`src/rtl/frame_pkg.sv`:
```
// Shared types and default geometry for the frame RAM loader and the scan-out painter.
package frame_pkg;

   localparam int PIX_W           = 8;
   localparam int RAM_ADDR_W      = 19;
   localparam int IMG_W_DEF       = 320;
   localparam int IMG_H_DEF       = 240;
   localparam int LINE_STRIDE_DEF = 320;

   typedef enum logic [1:0] {
      ST_IDLE   = 2'd0,
      ST_STREAM = 2'd1,
      ST_FILL   = 2'd2,
      ST_DONE   = 2'd3
   } fw_state_e;

   // True when the whole raster lands inside the RAM and lines do not overlap.
   function automatic logic frame_fits(input int base, input int w, input int h,
                                       input int stride, input int aw);
      longint last_addr;
      last_addr = longint'(base) + longint'(h - 1) * longint'(stride) + longint'(w) - 64'sd1;
      return (stride >= w) && (last_addr < (64'sd1 <<< aw));
   endfunction

endpackage

```
`src/rtl/raster_addr_gen.sv`:
```
// Raster position tracker: x/y counters and a row-base accumulator producing the RAM address.
module raster_addr_gen
   import frame_pkg::*;
#(
   parameter int IMG_W       = IMG_W_DEF,
   parameter int IMG_H       = IMG_H_DEF,
   parameter int LINE_STRIDE = LINE_STRIDE_DEF,
   parameter int BASE_ADDR   = 0,
   parameter int ADDR_W      = RAM_ADDR_W
) (
   input  logic              clk,
   input  logic              rst_n,
   input  logic              step_i,
   input  logic              clear_i,
   output logic [ADDR_W-1:0] addr_o,
   output logic              last_o
);

   localparam int XW = (IMG_W > 1) ? $clog2(IMG_W) : 1;
   localparam int YW = (IMG_H > 1) ? $clog2(IMG_H + 1) : 1;
   localparam logic [XW-1:0]     X_LAST = XW'(IMG_W - 1);
   localparam logic [YW-1:0]     Y_LAST = YW'(IMG_H - 1);
   localparam logic [ADDR_W-1:0] BASE   = ADDR_W'(BASE_ADDR);
   localparam logic [ADDR_W-1:0] STRIDE = ADDR_W'(LINE_STRIDE);

   logic [XW-1:0]     x_q, x_d;
   logic [YW-1:0]     y_q, y_d;
   logic [ADDR_W-1:0] row_q, row_d;
   logic              x_end_s;

   // Next position: clear restarts at the base, each step advances one pixel in raster order.
   always_comb begin
      x_end_s = (x_q == X_LAST);
      x_d     = x_q;
      y_d     = y_q;
      row_d   = row_q;
      if (clear_i) begin
         x_d   = {XW{1'b0}};
         y_d   = {YW{1'b0}};
         row_d = BASE;
      end else if (step_i) begin
         if (x_end_s) begin
            x_d   = {XW{1'b0}};
            y_d   = y_q + YW'(1);
            row_d = row_q + STRIDE;
         end else begin
            x_d = x_q + XW'(1);
         end
      end else begin
         x_d = x_q;
      end
   end

   // Position registers.
   always_ff @(posedge clk or negedge rst_n) begin
      if (!rst_n) begin
         x_q   <= {XW{1'b0}};
         y_q   <= {YW{1'b0}};
         row_q <= BASE;
      end else begin
         x_q   <= x_d;
         y_q   <= y_d;
         row_q <= row_d;
      end
   end

   // Address of the current pixel and end-of-frame flag.
   always_comb begin
      addr_o = row_q + ADDR_W'(x_q);
      last_o = x_end_s && (y_q == Y_LAST);
   end

endmodule

```
`src/rtl/frame_writer.sv`:
```
// Frame RAM port-B loader: writes a streamed or constant-filled frame in raster order.
module frame_writer
   import frame_pkg::*;
#(
   parameter int IMG_W       = IMG_W_DEF,
   parameter int IMG_H       = IMG_H_DEF,
   parameter int LINE_STRIDE = LINE_STRIDE_DEF,
   parameter int BASE_ADDR   = 0,
   parameter int ADDR_W      = RAM_ADDR_W
) (
   input  logic              clk,
   input  logic              rst_n,
   input  logic              start_i,
   input  logic              fill_en_i,
   input  logic [PIX_W-1:0]  fill_value_i,
   input  logic              abort_i,
   input  logic              s_valid_i,
   input  logic [PIX_W-1:0]  s_data_i,
   output logic              s_ready_o,
   output logic [ADDR_W-1:0] ram_address_o,
   output logic [PIX_W-1:0]  ram_data_o,
   output logic              ram_wren_o,
   output logic              busy_o,
   output logic              done_o
);

   if (!frame_fits(BASE_ADDR, IMG_W, IMG_H, LINE_STRIDE, ADDR_W)) begin : g_bad_cfg
      $fatal(1, "frame_writer: raster does not fit the RAM address space or stride < width");
   end

   fw_state_e         state_q;
   logic              fill_q;
   logic [PIX_W-1:0]  fill_val_q;
   logic              drain_q;
   logic              wren_q;
   logic [ADDR_W-1:0] addr_q;
   logic [PIX_W-1:0]  data_q;
   logic              busy_q;
   logic              done_q;

   logic              ready_s;
   logic              accept_s;
   logic              step_s;
   logic              start_ok_s;
   logic              last_s;
   logic [ADDR_W-1:0] gen_addr_s;
   logic [PIX_W-1:0]  pix_s;

   // Handshake and pixel-issue decode; drain_q blocks issue while the final write goes out.
   always_comb begin
      ready_s    = (state_q == ST_STREAM) && !abort_i && !drain_q;
      accept_s   = ready_s && s_valid_i;
      step_s     = accept_s || ((state_q == ST_FILL) && !drain_q);
      start_ok_s = (state_q == ST_IDLE) && start_i && !abort_i;
      if (fill_q) begin
         pix_s = fill_val_q;
      end else begin
         pix_s = s_data_i;
      end
   end

   raster_addr_gen #(
      .IMG_W       (IMG_W),
      .IMG_H       (IMG_H),
      .LINE_STRIDE (LINE_STRIDE),
      .BASE_ADDR   (BASE_ADDR),
      .ADDR_W      (ADDR_W)
   ) u_raster (
      .clk     (clk),
      .rst_n   (rst_n),
      .step_i  (step_s),
      .clear_i (start_ok_s),
      .addr_o  (gen_addr_s),
      .last_o  (last_s)
   );

   // RAM port-B write register: one write per issued pixel, one cycle later.
   always_ff @(posedge clk or negedge rst_n) begin
      if (!rst_n) begin
         wren_q <= 1'b0;
         addr_q <= {ADDR_W{1'b0}};
         data_q <= {PIX_W{1'b0}};
      end else begin
         wren_q <= step_s;
         if (step_s) begin
            addr_q <= gen_addr_s;
            data_q <= pix_s;
         end
      end
   end

   // Frame sequencer with registered busy/done.
   always_ff @(posedge clk or negedge rst_n) begin
      if (!rst_n) begin
         state_q    <= ST_IDLE;
         fill_q     <= 1'b0;
         fill_val_q <= {PIX_W{1'b0}};
         drain_q    <= 1'b0;
         busy_q     <= 1'b0;
         done_q     <= 1'b0;
      end else begin
         case (state_q)
            ST_IDLE: begin
               done_q <= 1'b0;
               if (start_ok_s) begin
                  fill_q     <= fill_en_i;
                  fill_val_q <= fill_value_i;
                  drain_q    <= 1'b0;
                  busy_q     <= 1'b1;
                  state_q    <= fill_en_i ? ST_FILL : ST_STREAM;
               end
            end
            ST_STREAM, ST_FILL: begin
               if (abort_i) begin
                  state_q <= ST_IDLE;
                  busy_q  <= 1'b0;
                  drain_q <= 1'b0;
               end else if (drain_q) begin
                  state_q <= ST_DONE;
                  done_q  <= 1'b1;
                  drain_q <= 1'b0;
               end else if (step_s && last_s) begin
                  drain_q <= 1'b1;
               end
            end
            ST_DONE: begin
               state_q <= ST_IDLE;
               busy_q  <= 1'b0;
               done_q  <= 1'b0;
            end
            default: begin
               state_q <= ST_IDLE;
               busy_q  <= 1'b0;
               done_q  <= 1'b0;
               drain_q <= 1'b0;
            end
         endcase
      end
   end

   assign s_ready_o     = ready_s;
   assign ram_wren_o    = wren_q;
   assign ram_address_o = addr_q;
   assign ram_data_o    = data_q;
   assign busy_o        = busy_q;
   assign done_o        = done_q;

endmodule

```
`config.mk`:
```
export PLATFORM = sky130hd
export DESIGN_NAME = frame_writer
export DESIGN_NICKNAME = d
export VERILOG_FILES = /design/src/rtl/frame_pkg.sv /design/src/rtl/raster_addr_gen.sv /design/src/rtl/frame_writer.sv
export SDC_FILE = /design/constraint.sdc
export NUM_CORES = 1
export LEC_CHECK = 0
export ABC_CLOCK_PERIOD_IN_PS = 2500
export CAP_MARGIN = 10
export CORE_MARGIN = 10
export CORE_UTILIZATION = 50
export CTS_BUF_LIST = sky130_fd_sc_hd__clkbuf_16
export DETAILED_ROUTE_END_ITERATION = 16
export PLACE_DENSITY = 0.83
export SLEW_MARGIN = 15
export SYNTH_ARGS = -nofsm -noshare
export SYNTH_HDL_FRONTEND = slang
export SYNTH_SLANG_ARGS = --single-unit
```
`constraint.sdc`:
```
create_clock -name clk -period 2.5 [get_ports clk]
set_clock_uncertainty 0.15 [all_clocks]
set_input_delay 0.375 -clock clk [delete_from_list [all_inputs] [get_ports clk]]
set_output_delay 0.375 -clock clk [all_outputs]
set_load 0.02 [all_outputs]
```
==> results of run 1 <==
worst min-delay path by stage:
stage,from,endpoint,slack (ps),cells past startpoint
after global placement,rst_n,ram_address_o[18],280,2
after CTS,ram_address_o[18],ram_address_o[18],330,2
after detailed placement,rst_n,ram_address_o[18],280,2
after global routing,fill_val_q[3],fill_val_q[3],370,2
after floorplan,rst_n,busy_o,-70,0
final,ram_address_o[18],ram_address_o[18],320,2
state kept, by name, indices dropped and copies added (netlist names):
signal and flops:
ram_address_o 19, u_raster.row_q 13, u_raster.x_q 9, fill_val_q 8, ram_data_o 8, u_raster.y_q 8
state_q 2, busy_o 1, done_o 1, drain_q 1, fill_q 1, ram_wren_o 1
power groups by stage:
stage	sequential, W	combinational (W)	clock [W]
2_1_floorplan	0.00170	0.000756	0
3_5_place_dp	0.00163	0.00143	0
4_1_cts	0.00161	0.00144	0.00138
5_1_grt	0.00164	0.00159	0.00143
6_report	0.00160	0.00142	0.00137
3_3_place_gp	0.00161	0.00139	0
cells in the final DEF, fill, tap and decap left out, types with 9 or more instances in the layout:
cell type	n
dfrtp_1	72
ha_1	9
buf_4	12
clkbuf_16	9
nand3_1	15
a21oi_1	28
or4_1	14
nand2_1	83
xnor2_1	11
clkdlybuf4s50_1	51
mux2i_1	10
o31ai_1	13
or3_1	9
o21ai_0	30
nor2_1	15
per-layer routing:
layer	track usage (%)	wire length [um]	vias up
met1	17.62	3494	1547
met2	27.78	4611	102
met4	7.353	115	0
met3	3.410	519	12
li1	-	-	1524
met5	0	0	-
repair_timing:
item                      4_1_cts  5_1_grt
buffers inserted                0        0
hold buffers                    1        0
hold endpoints to repair       72        0
area by class of cell:
cell class | instances | area share [%]
clock buffers | 9 | 4.824
clock inverters | 7 | 2.064
repair buffers | 68 | 14.47
multi-input cells | 292 | 36.67
inverters | 9 | 0.7237
well taps | 99 | 2.653
flip-flops and latches | 72 | 38.60
logic make-up after synthesis:
logic type	after synthesis
fa+ha+maj	9
flops	72
simple gates	172
compound gates	88
xor+xnor	12
buf+inv	31
mux	11
worst max-delay path: cells and delay by family (launching register included):
| family | cells | cell delay (ps) |
|---|---|---|
| simple gates | 1 | 190 |
| buf+inv | 2 | 720 |
| flops | 1 | 400 |
| fa+ha+maj | 1 | 210 |
stage by stage:
stage | cell area, um2 | utilization (%)
5_1_grt | 4668 | 65.06
2_1_floorplan | 3651 | -
4_1_cts | 4668 | 65.06
6_report | 4668 | 65.06
3_5_place_dp | 4337 | 60.44
3_3_place_gp | 4337 | 60.44
==> results.yml, run 1 <==
status:
  status: "complete, no violations"
synth:
  synth_xor_area_share_pct: 2.879
  avgSynthCellArea_um2: 9.243
  synth_fa_ha_area_share_pct: 3.084
  synth-simple-area-share_pct: 23.37
  synth_area_mm2: 0.003651
  ys_warn_count: 0
  synth_top_cell_by_area: "dfrtp_1"
  synth_compound_area_share_pct: 14.39
  synthMuxAreaShare_pct: 3.050
  ys_ff_latch: 72
  synth_ff_type: "dfrtp_1"
  synthTopCellsByCount: "nand2_1 (83), dfrtp_1 (72), o21ai_0 (30), a21oi_1 (28), nor2_1 (16)"
  synth_top_area_share_pct: 49.35
  synthesis.nets: 426
  postSynth.asyncResetShare_pct: 100.0
  synth.distinct_cells: 45
  synth.area.top_cells: "dfrtp_1 (49%), nand2_1 (8.5%), o21ai_0 (4.1%)"
  postSynthCellCount: 395
  synth_top_family_by_area: "simple AND/OR/NAND/NOR gates"
  synth_most_common_cell: "nand2_1"
  ys_seq_area_share_pct: 49.35
  synth_edf_count: 0
power:
  seqPwrFrac_pct: 36.5
  pwr-share-clk_pct: 31.1
  p_int_w: 0.002883
  power.density_mw_per_mm2: 941.1
  p_switching_w: 0.001510
  swShare_pct: 34.37
  p_comb_share_pct: 32.4
  leakagePower_nw: 2.003
  ir_drop_mv: 0.6667
  p_total_w: 0.004393
route:
  drtPass1Iterations: 5
  drt_iter0_markers: 141
  drc: 0
  drt_wl_total_um: 8740
  vias_per_cell: 5.728
  ant_nets: 0
  detail_route.wl_per_cell_um: 15.72
  vias: 3185
worst_setup_path:
  worstPathCellList: "inv_1, ha_1, nor3b_1, clkdlybuf4s50_1"
  r2r_slack_ps: 160
  timing.rr.start: "u_raster.x_q[0]"
  cp-endpoint: "s_ready_o"
  cp_max_fo: 3
  cp-start-kind: "flop"
  timing.rr.end: "u_raster.y_q[6]"
  crit_type: "flop to primary output"
  arrival_ps: 1860
  slowest_delay_ps: 630
  cp.required_ps: 1980
  worst_path_max_delay_cell: "clkdlybuf4s50_1"
  critPathCaptureType: "primary output"
  critPathLaunch: "state_q[1]"
  r2r_cells: 6
sta:
  slew_violations: 0
  worst_slack_ps: 118.6
  period_minus_slack_ps: 2381
  max_freq_mhz: 419.9
  hold_viol_final: 0
  rsz0062_at_grt: "false"
  relSlewSlack_pct: 48.05
  worst_pin_slew_ps: 771.1
  fin_crit_sh_pct: 95.25
  tns_ps: 0
  setup_violations: 0
  holdWs_ps: 320.3
placement:
  preCtsSetupSlack_ps: 93.28
  portBuffers: 52
  dp.cells: 539
  gp_congestion: 0.8682
  hpwl_um: 6031
global_routing:
  grt_max_degree: 73
  antenna_found_initial: 0
  overflow: 0
  grt_pass1_wl_um: 14810
  grt_pass1_vias: 3221
  grt_use_total_pct: 15.71
finish:
  drive_above_1_share_pct: 8.972
  finalNetCount: 483
  regArea_mm2: 0.001802
  final_cells: 556
  fill_cells: 578
  antenna_cells: 0
  area_delta_synth_final_pct: 27.86
  multiInputGateArea_mm2: 0.001712
cts:
  cts_buffers: 9
  clkSinkCount: 72
  clock_latency_ps: 330
  cts-root-buf: "clkbuf_16"
  clockBufferDepth: 2
  cts_tree: "yes"
  clkSlewWorstSetupHoldPaths_ps: 60
  cts-resized-gates: 0
  htreeDepth: 3
floorplan:
  die_w_um: 105.5
  core_mm2: 0.007176
  dieHeight_um: 105.5
  placementRows: 31
  pin_count: 53
  start_util_pct: 50.88
  dieArea_mm2: 0.01112
hold_path:
  min_path_type: "flop to flop"
flow_run:
  max_cap_violations: 0
Power figures use the tool's default switching activity.
==> run 2, diff against run 1 <==
--- a/config.mk
+++ b/config.mk
@@ -6,7 +6,7 @@
 export NUM_CORES = 1
 export LEC_CHECK = 0
 export ABC_CLOCK_PERIOD_IN_PS = 2500
-export CAP_MARGIN = 10
+export CAP_MARGIN = 40
 export CORE_MARGIN = 10
 export CORE_UTILIZATION = 50
 export CTS_BUF_LIST = sky130_fd_sc_hd__clkbuf_16
==> results of run 2 <==
The final DEF is identical to that of run 1; final timing and power are the same.
==> run 3, diff against run 2 <==
--- a/config.mk
+++ b/config.mk
@@ -5,6 +5,7 @@
 export SDC_FILE = /design/constraint.sdc
 export NUM_CORES = 1
 export LEC_CHECK = 0
+export ABC_AREA = 1
 export ABC_CLOCK_PERIOD_IN_PS = 2500
 export CAP_MARGIN = 40
 export CORE_MARGIN = 10
==> results.yml, run 3 <==
finish:
  antenna_cells: 0
  area_delta_synth_final_pct: 22.90
  fill_cells: 581
  postLayoutCellArea_mm2: 0.004661
  drive_above_1_share_pct: 7.143
  finalNetCount: 572
  final_cell_mix: "nand2_1 (153), dfrtp_1 (72), o21ai_0 (55)"
  layout_commonest_cell: "nand2_1"
  largest_register_ffs: 19
  fin_util_pct: 63.58
floorplan:
  pin_count: 53
  dieArea_mm2: 0.01147
  placementRows: 31
  start_util_pct: 51.73
  die_w_um: 107.1
  core_mm2: 0.007331
  dieHeight_um: 107.1
worst_setup_path:
  critPathCaptureType: "primary output"
  cp-start-kind: "flop"
  r2r_cells: 7
  critPathLaunch: "state_q[1]"
  r2r_slack_ps: 500
  slowest_delay_ps: 610
  cp_max_fo: 3
  crit_type: "flop to primary output"
  cp_top_family: "buffers and inverters"
  cp_num_buf_inv: 2
  path_depth: 5
  timing.rr.end: "u_raster.x_q[5]"
  cp.required_ps: 1980
  worst_path_max_delay_cell: "clkdlybuf4s50_1"
  arrival_ps: 1750
  timing.rr.start: "state_q[0]"
  worstPathCellList: "inv_1, ha_1, nand2_1, nor2_1, clkdlybuf4s50_1"
hold_path:
  holdPathStages: 2
  min_path_type: "flop to flop"
  whs_endpoint: "ram_address_o[1]"
  hp-start: "ram_address_o[1]"
sta:
  worst_slack_ps: 224.4
  fin_crit_sh_pct: 91.02
  relSlewSlack_pct: 57.26
  period_minus_slack_ps: 2276
  max_freq_mhz: 439.4
  tns_ps: 0
  setup_violations: 0
  worst_pin_slew_ps: 641.1
  slew_violations: 0
  hold_viol_final: 0
  rsz0062_at_grt: "false"
synth:
  ys_warn_count: 0
  synth_most_common_cell: "nand2_1"
  synth_area_mm2: 0.003792
  synth.distinct_cells: 32
  synthesis.nets: 518
  ys_seq_area_share_pct: 47.51
  synth_edf_count: 0
  synth.area.top_cells: "dfrtp_1 (48%), nand2_1 (15%), o21ai_0 (7.3%)"
  synthTopCellsByCount: "nand2_1 (153), dfrtp_1 (72), o21ai_0 (55), inv_1 (53), nand3_1 (43)"
  synth_top_cell_by_area: "dfrtp_1"
  ys_ff_latch: 72
  avgSynthCellArea_um2: 7.787
  synth_top_area_share_pct: 47.51
  postSynthCellCount: 487
  postSynth.asyncResetShare_pct: 100.0
  synth_ff_type: "dfrtp_1"
cts:
  clkSlewWorstSetupHoldPaths_ps: 60
  cts-root-buf: "clkbuf_16"
  clock_latency_ps: 330
  clockBufferDepth: 2
  htreeDepth: 3
  cts_buffers: 9
  clkSinkCount: 72
  cts_tree: "yes"
  cts-resized-gates: 0
global_routing:
  grt_pass1_wl_um: 15560
  grt_use_total_pct: 16.45
  antenna_found_initial: 0
  grt_max_degree: 48
  overflow: 0
  grt_pass1_vias: 3319
route:
  vias_per_cell: 5.267
  drt_iter0_markers: 263
  vias: 3397
  detail_route.wl_per_cell_um: 14.07
  drt_wl_total_um: 9078
  ant_nets: 0
  drtPass1Iterations: 4
  drc: 0
placement:
  preCtsSetupSlack_ps: 242.2
  gp_congestion: 0.8811
  portBuffers: 52
  placed_area_mm2: 0.004387
  hpwl_um: 6384
power:
  power.density_mw_per_mm2: 951.4
  ir_drop_mv: 0.4967
  leakagePower_nw: 2.221
flow_run:
  max_cap_violations: 0
status:
  status: "complete, no violations"
run 3: cell count changes after synthesis, moves of 10 or more:
cell / change
a21oi_1: -20
mux2i_1: -10
o31ai_1: -13
inv_1: +45
o21ai_0: +25
nand3_1: +28
nand2_1: +70
or4_1: -14
nor2_1: +14
run 3: power by group:
part	internal, W	switching, W
logic	0.000614	0.00102
clock network	0.000660	0.000481
registers	0.00146	0.000203
total	0.00273	0.00171
run 3: kinds of logic (layout without fill, tap and decap cells):
| group | after synthesis | in the layout | share of synthesized area, % |
|---|---|---|---|
| adder cells (fa/ha/maj) | 9 | 9 | 2.969 |
| buffers and inverters | 70 | 129 | 7.951 |
| XOR/XNOR | 7 | 7 | 1.617 |
| AO/OA/AOI/OAI | 78 | 78 | 11.18 |
| AND/OR/NAND/NOR | 251 | 251 | 28.77 |
| flip-flops | 72 | 72 | 47.51 |
run 3: worst max path at each step:
stage / endpoint / slack [ps]
2_1_floorplan: ram_address_o[15] / 890
3_3_place_gp: s_ready_o / 280
3_5_place_dp: s_ready_o / 240
4_1_cts: s_ready_o / 210
5_1_grt: s_ready_o / 90
6_report: s_ready_o / 220
run 3: timing repair:
action,in CTS,in global routing
hold buffers,1,0
hold endpoints to repair,25,0
setup buffers,0,0
run 3: per-layer routing:
layer  track usage [%]  up-vias  wire, um
met1             20.16     1621      3943
met4             7.640        0       127
met3             2.934       13       461
met2             27.44       82      4545
li1                  -     1681         -
met5                 0        -         0
run 3: area by class of cell:
cell class	instances	area, um2	share of cell area [%]
Sequential cell	72	1802	38.66
Inverter	55	206.4	4.430
Clock inverter	7	38.79	0.8322
Tap cell	99	123.9	2.658
Timing Repair Buffer	58	575.6	12.35
Multi-Input combinational cell	345	1689	36.24
Clock buffer	9	225.2	4.832
run 3: worst min-delay path, cell delays in order, from the launching register on:
cell	delay, ps
dfrtp_1	340
nand2_1	60
nand2_1	50
run 3: through the flow:
| step | instances | hold WS, ps | total power (W) |
|---|---|---|---|
| after global routing | 645 | 349.9 | 0.004746 |
| after floorplan | 487 | -70.59 | 0.002723 |
| final | 645 | 322.6 | 0.004434 |
| after global placement | 628 | 272.4 | 0.003240 |
| after CTS | 645 | 329.5 | 0.004460 |
| after detailed placement | 628 | 284.1 | 0.003298 |
